**src/rtl/serial_halfadd_seq.sv**
```systemverilog
// serial_halfadd_seq: feeds two operands LSB-first into a 1-bit half adder and collects the sum/carry words.
module serial_halfadd_seq #(
    parameter int WIDTH = 4
) (
    input  logic             SYSCLK,
    input  logic             RESET,
    input  logic             in_valid,
    output logic             in_ready,
    input  logic [WIDTH-1:0] in_a,
    input  logic [WIDTH-1:0] in_b,
    output logic             a,
    output logic             b,
    input  logic             sum,
    input  logic             c,
    output logic             out_valid,
    input  logic             out_ready,
    output logic [WIDTH-1:0] out_sum,
    output logic [WIDTH-1:0] out_carry,
    output logic             busy
);
    localparam int CW = $clog2(WIDTH + 1);
    localparam logic [1:0] IDLE  = 2'd0;
    localparam logic [1:0] SHIFT = 2'd1;
    localparam logic [1:0] DONE  = 2'd2;

    logic [1:0]       state_q, state_d;
    logic [WIDTH-1:0] sa_q, sa_d, sb_q, sb_d;
    logic [WIDTH-1:0] res_s_q, res_s_d, res_c_q, res_c_d;
    logic [CW-1:0]    cnt_q, cnt_d;

    always_comb begin
        state_d = state_q;
        sa_d    = sa_q;
        sb_d    = sb_q;
        res_s_d = res_s_q;
        res_c_d = res_c_q;
        cnt_d   = cnt_q;
        if (state_q == IDLE) begin
            if (in_valid) begin
                state_d = SHIFT;
                sa_d    = in_a;
                sb_d    = in_b;
                cnt_d   = '0;
            end
        end else if (state_q == SHIFT) begin
            // shift-based insert keeps WIDTH=1 legal where a [WIDTH-1:1] slice would not be
            res_s_d = (res_s_q >> 1) | (WIDTH'(sum) << (WIDTH - 1));
            res_c_d = (res_c_q >> 1) | (WIDTH'(c) << (WIDTH - 1));
            sa_d    = sa_q >> 1;
            sb_d    = sb_q >> 1;
            cnt_d   = cnt_q + CW'(1);
            if (cnt_q == CW'(WIDTH - 1)) state_d = DONE;
        end else if (out_ready) begin
            state_d = IDLE;
        end
    end

    always_ff @(posedge SYSCLK or posedge RESET) begin
        if (RESET) begin
            state_q <= IDLE;
            sa_q    <= '0;
            sb_q    <= '0;
            res_s_q <= '0;
            res_c_q <= '0;
            cnt_q   <= '0;
        end else begin
            state_q <= state_d;
            sa_q    <= sa_d;
            sb_q    <= sb_d;
            res_s_q <= res_s_d;
            res_c_q <= res_c_d;
            cnt_q   <= cnt_d;
        end
    end

    assign in_ready  = (state_q == IDLE) && !RESET;
    assign busy      = (state_q == SHIFT) || (state_q == DONE);
    assign out_valid = (state_q == DONE);
    assign a         = (state_q == SHIFT) && sa_q[0];
    assign b         = (state_q == SHIFT) && sb_q[0];
    assign out_sum   = res_s_q;
    assign out_carry = res_c_q;
endmodule

```
**config.mk**
```make
export PLATFORM = sky130hd
export DESIGN_NAME = serial_halfadd_seq
export DESIGN_NICKNAME = d
export VERILOG_FILES = /design/src/rtl/serial_halfadd_seq.sv
export SDC_FILE = /design/constraint.sdc
export NUM_CORES = 1
export LEC_CHECK = 0
export ABC_AREA = 1
export CAP_MARGIN = 30
export CORE_MARGIN = 2
export CORE_UTILIZATION = 40
export CTS_BUF_LIST = sky130_fd_sc_hd__clkbuf_4 sky130_fd_sc_hd__clkbuf_8
export CTS_CLUSTER_SIZE = 25
export DETAILED_ROUTE_END_ITERATION = 12
export PLACE_DENSITY_LB_ADDON = 0.15
export SYNTH_ARGS = -nofsm -noshare
export SYNTH_HDL_FRONTEND = slang
export SYNTH_SLANG_ARGS = --single-unit
```
**constraint.sdc**
```tcl
create_clock -name SYSCLK -period 1.24 [get_ports SYSCLK]
set_input_delay 0.248 -clock SYSCLK [delete_from_list [all_inputs] [get_ports SYSCLK]]
set_output_delay 0.248 -clock SYSCLK [all_outputs]
set_load 0.01 [all_outputs]
```
Word level (Yosys, flattened, before mapping)
Cells that the tools add are included.

Register bits after elaboration: 21. Output and inout bits: 13. Word-level logic and storage cells: 40.

$add $sub $neg: 1. Equal/unequal tests: 5. Multiplexer cells: 14. Bitwise operators: 3. Reductions and logical operators: 11.

Operators by type and width (count): $mux 4 (6); $mux 2 (5); $mux 3 (3); $or 3x4->4 (2); $reduce_and 2->1 (2); $add 3x1->3 const B (1); $eq 3x2->1 const B (1); $logic_and 1x1->1 (3); $ne 3x3->1 const B (1); $reduce_and 3->1 (1); $reduce_bool 3->1 (1); $eq 2x1->1 const B (1); $eq 2x2->1 const B (1); $logic_not 2->1 (1); $ne 2x2->1 const B (1); $reduce_bool 2->1 (1); $logic_not 1->1 (1); $logic_or 1x1->1 (1); $not 1->1 (1).

Logic depth before layout (Yosys ltp)
Depth in word-level cells: 4. Gate-level depth with buffers: 10. Depth with buffers taken out: 9.

Least setup slack after synthesis
No wires, ideal clock.

Path kind: register to register. From: register state_q[0]. To: register sa_q[0]. Data arrival time: 1.194 ns. Data required time: 1.119 ns. Path slack: -0.075 ns. Cell stages (with the launch flop): 10. Buffers on the path: 2. Clock period less this slack: 1.315 ns. Path through: dfrtp_1 -> inv_1 -> ha_1 -> buf_6 -> inv_8 -> nand2_4 -> nand2_8 -> buf_12 -> o211ai_2 -> nand2_2.

Word-level cells in the longest chain between the ends: 3. Elaborated cells between the ends (all ways): 6. Those cells by class: eq/ne: 2; mux: 1; reduce/logical: 3.

RTL lines: from (decl) (line 26) `logic [1:0] state_q, state_d;`; from (signal assigned) (line 67) `state_q <= state_d;`; $eq 2x1->1 or $logic_not 2->1 (tied branches) (line 45, 38); $reduce_bool 2->1 (no line) or $ne 2x2->1 (tied branches); $reduce_and 2->1 (no line); to (signal assigned) (line 61) `sa_q <= '0;`; to (signal assigned) (line 68) `sa_q <= sa_d;`; to (decl) (line 27) `logic [WIDTH-1:0] sa_q, sa_d, sb_q, sb_d;`.

Several ways; a longest one is shown, not always the timed one. A chain may end at the register's enable or synchronous reset.

Worst setup path after layout
From: register state_q[0]. To: output port a.

Word-level cells in the longest chain between the ends: 2.

RTL lines: $eq 2x1->1 (line 79) `assign a = (state_q == SHIFT) && sa_q[0];`; $logic_and 1x1->1 (line 79); to (decl) (line 11) `output logic a,`.

No other way between the ends.

==> flow_metrics.tcl <==
set metrics [dict create \
    buffer_ports.inserted 26 \
    syn_nets 136 \
    synth_area_per_cell_sq_um 9.19 \
    vdd_drop_max_uv 1570 \
    synth_seq_cells 21 \
    critPathSlowestCell "dfrtp_1" \
    rows 18 \
    outcome "complete, but fails checks" \
    vias_per_cell 4.49 \
    violations "setup timing" \
    syn_area_sq_um 1070 \
    fillers 231 \
    htree_levels 1 \
    critPathMaxStageDelay_ns 0.43 \
    finClkSkew_ns 0.00994 \
    grt_setup_unrepaired "true" \
    cts-buffers-inserted 3 \
    report.final.slew_viol_count 0 \
    fp.dieW_um 55.8 \
    drive_above_1_share 0.400 \
    max_slew.worst_pin.slew_ns 0.155 \
    syn_inst 117 \
    worstSetupStartpointType "flop" \
    dp_hpwl_um 1630 \
    coreArea_sq_um 2520 \
    setup_viol 21 \
    grt_max_degree 22 \
    drt_wl_total_um 2280 \
    power_frac_comb 0.633 \
    swShare 0.416 \
    nets 185 \
    slew_headroom 0.895 \
    grt_pass1_wl_um 4110 \
    fin_crit_sh 1.19 \
    critPathMaxFanout 3 \
    clk_pin_slew_worst_paths_ns 0.12 \
    setup_slack_ns -0.241 \
    ys_types 19 \
    end_kind "primary output" \
    layout_commonest_cell "nand2_1" \
    drcViolationCount 0 \
    num_vias 875 \
    ys.warnings.count 0 \
    p_leak_nw 0.801 \
    internal-power_w 0.00240 \
    area_growth_pct 47.5 \
    critPathKind "reg2out" \
    fmax_ghz 0.675 \
    dieArea_sq_um 3120 \
    grt_pass1_vias 893 \
    cpMostUsedCell "buf_6" \
    total_power_w 0.00411 \
    ant_nets 0 \
    setup_tns_ns -3.32 \
    antenna_cells 0 \
    cts.sinks 21 \
    p_sw_w 0.00171 \
    holdBufCountCts 0 \
    ys_seq_area_frac 0.489 \
    critPathTopFamily "flip-flops" \
    finalHoldViolations 0 \
    crit_arrival_ns 1.23 \
    die_h_um 55.8 \
    preCtsSetupSlack_ns -0.368 \
    gr-total-overflow 0 \
    drt-pass1-iter-count 4 \
    layout_common_cells "nand2_1, dfrtp_1, buf_4" \
    period_needed_ns 1.48 \
    hold_path_class "in2async" \
    clkPwrFrac 0.086 \
    powerDensity_nw_per_um2 2590 \
    worstSkewPairLatency_ns 0.31 \
    drt_iter0_drc 13 \
    track_usage 0.169 \
    p_seq_frac 0.281 \
    gp_congestion 0.812 \
    drv_cap 0 \
    antenna_found_initial 0 \
    cts_tree "done" \
    crit_chain "buf_6 > ha_4 > nand2_2 > inv_2 > buf_6" \
    routedWlPerCell_um 11.7 \
    initial_core_util 0.426 \
    cts_root_buf "clkbuf_4" \
    ioPinCount 27 \
    clock_path_buffers 2 \
    required_ns 0.99 \
    cp.buffers_inverters 3 \
]
[power groups by stage]
stage,clock (W),sequential [W],combinational (W)
CTS,0.000370,0.00114,0.00252
floorplan,0,0.00119,0.00141
global route,0.000413,0.00119,0.00288
global placement,0,0.00114,0.00231
detailed placement,0,0.00116,0.00237
finish,0.000354,0.00115,0.00260
[final cells by class]
type / count / area, sq um / share of cell area
Timing Repair Buffer: 47 / 418 / 0.264
Clock buffer: 4 / 30.0 / 0.0189
Tap cell: 30 / 37.5 / 0.0237
Multi-Input combinational cell: 72 / 488 / 0.308
Inverter: 21 / 86.3 / 0.0545
Sequential cell: 21 / 526 / 0.331
[kinds of logic (layout without fill, tap and decap cells)]
family,after synthesis,in the layout,share of synthesized area
simple gates,47,47,0.200
buf+inv,24,72,0.114
flops,21,21,0.489
compound gates,20,20,0.139
fa+ha+maj,5,5,0.0582
[worst register-to-register path, stage by stage, from the launching register on]
cell and delay (ns):
dfrtp_1 0.43, buf_6 0.14, ha_4 0.16, buf_4 0.19
nand2_8 0.11, nand2_8 0.10, buf_4 0.16, o21ai_2 0.10
[registers in the layout, indices dropped and copies added, names as in the netlist]
register   flops
sb_q           4
cnt_q          3
state_q        2
out_carry      4
out_sum        4
sa_q           4
[routing by layer]
metal  vias to the layer above  routed length [um]  GRT usage
li1                        456                   -          -
met1                       394                1040      0.207
met2                        21                1090      0.279
met3                         4                 116     0.0581
met4                         0                  37     0.0544
met5                         -                   0          0
[path summary, 6_finish.rpt]
path | startpoint | endpoint | slack [ns] | cells after the start
worst min register to register | out_sum[3] | out_sum[3] | 0.51 | 2
worst max register to register | state_q[0] | sb_q[2] | -0.21 | 7
min in group SYSCLK | in_a[3] | sa_q[3] | 0.48 | 3
worst max-delay path | state_q[0] | a | -0.24 | 5
worst min-delay path | RESET | state_q[0] | 0.33 | 3
max in group asynchronous | RESET | cnt_q[1] | 0.77 | 3
[through the flow]
stage	hold WS, ns	instances	util	cell area [sq um]
detailed placement	0.484	186	0.587	1480
finish	0.327	195	0.628	1590
CTS	0.284	193	0.621	1570
global placement	0.463	186	0.587	1480
global route	0.352	195	0.628	1590
floorplan	0.225	117	-	1090
[Yosys cell counts]
cell,count,area [sq um]
o21ai_2,6,52.6
inv_1,17,63.8
nand2_1,38,143
o21ai_0,10,50.1
ha_1,5,62.6
nand2_4,2,22.5
dfrtp_1,21,526
o211ai_2,2,25.0
nand3_1,2,10.0
buf_12,1,20.0
nand2_8,1,20.0
o22ai_2,1,12.5
inv_8,1,11.3
nand2_2,2,12.5
inv_2,3,11.3
buf_6,1,11.3
buf_2,1,5.00
nor2_1,2,7.51
a21oi_2,1,8.76
[what timing repair did]
item | CTS | global route
endpoints found under the setup margin | 29 | 31
pin swaps | 3 | 4
gates resized for setup | 47 | 18
buffers inserted | 3 | 2
cloned | 0 | 0
hold endpoints to repair | 0 | 0
Power figures use the tool's default switching activity.
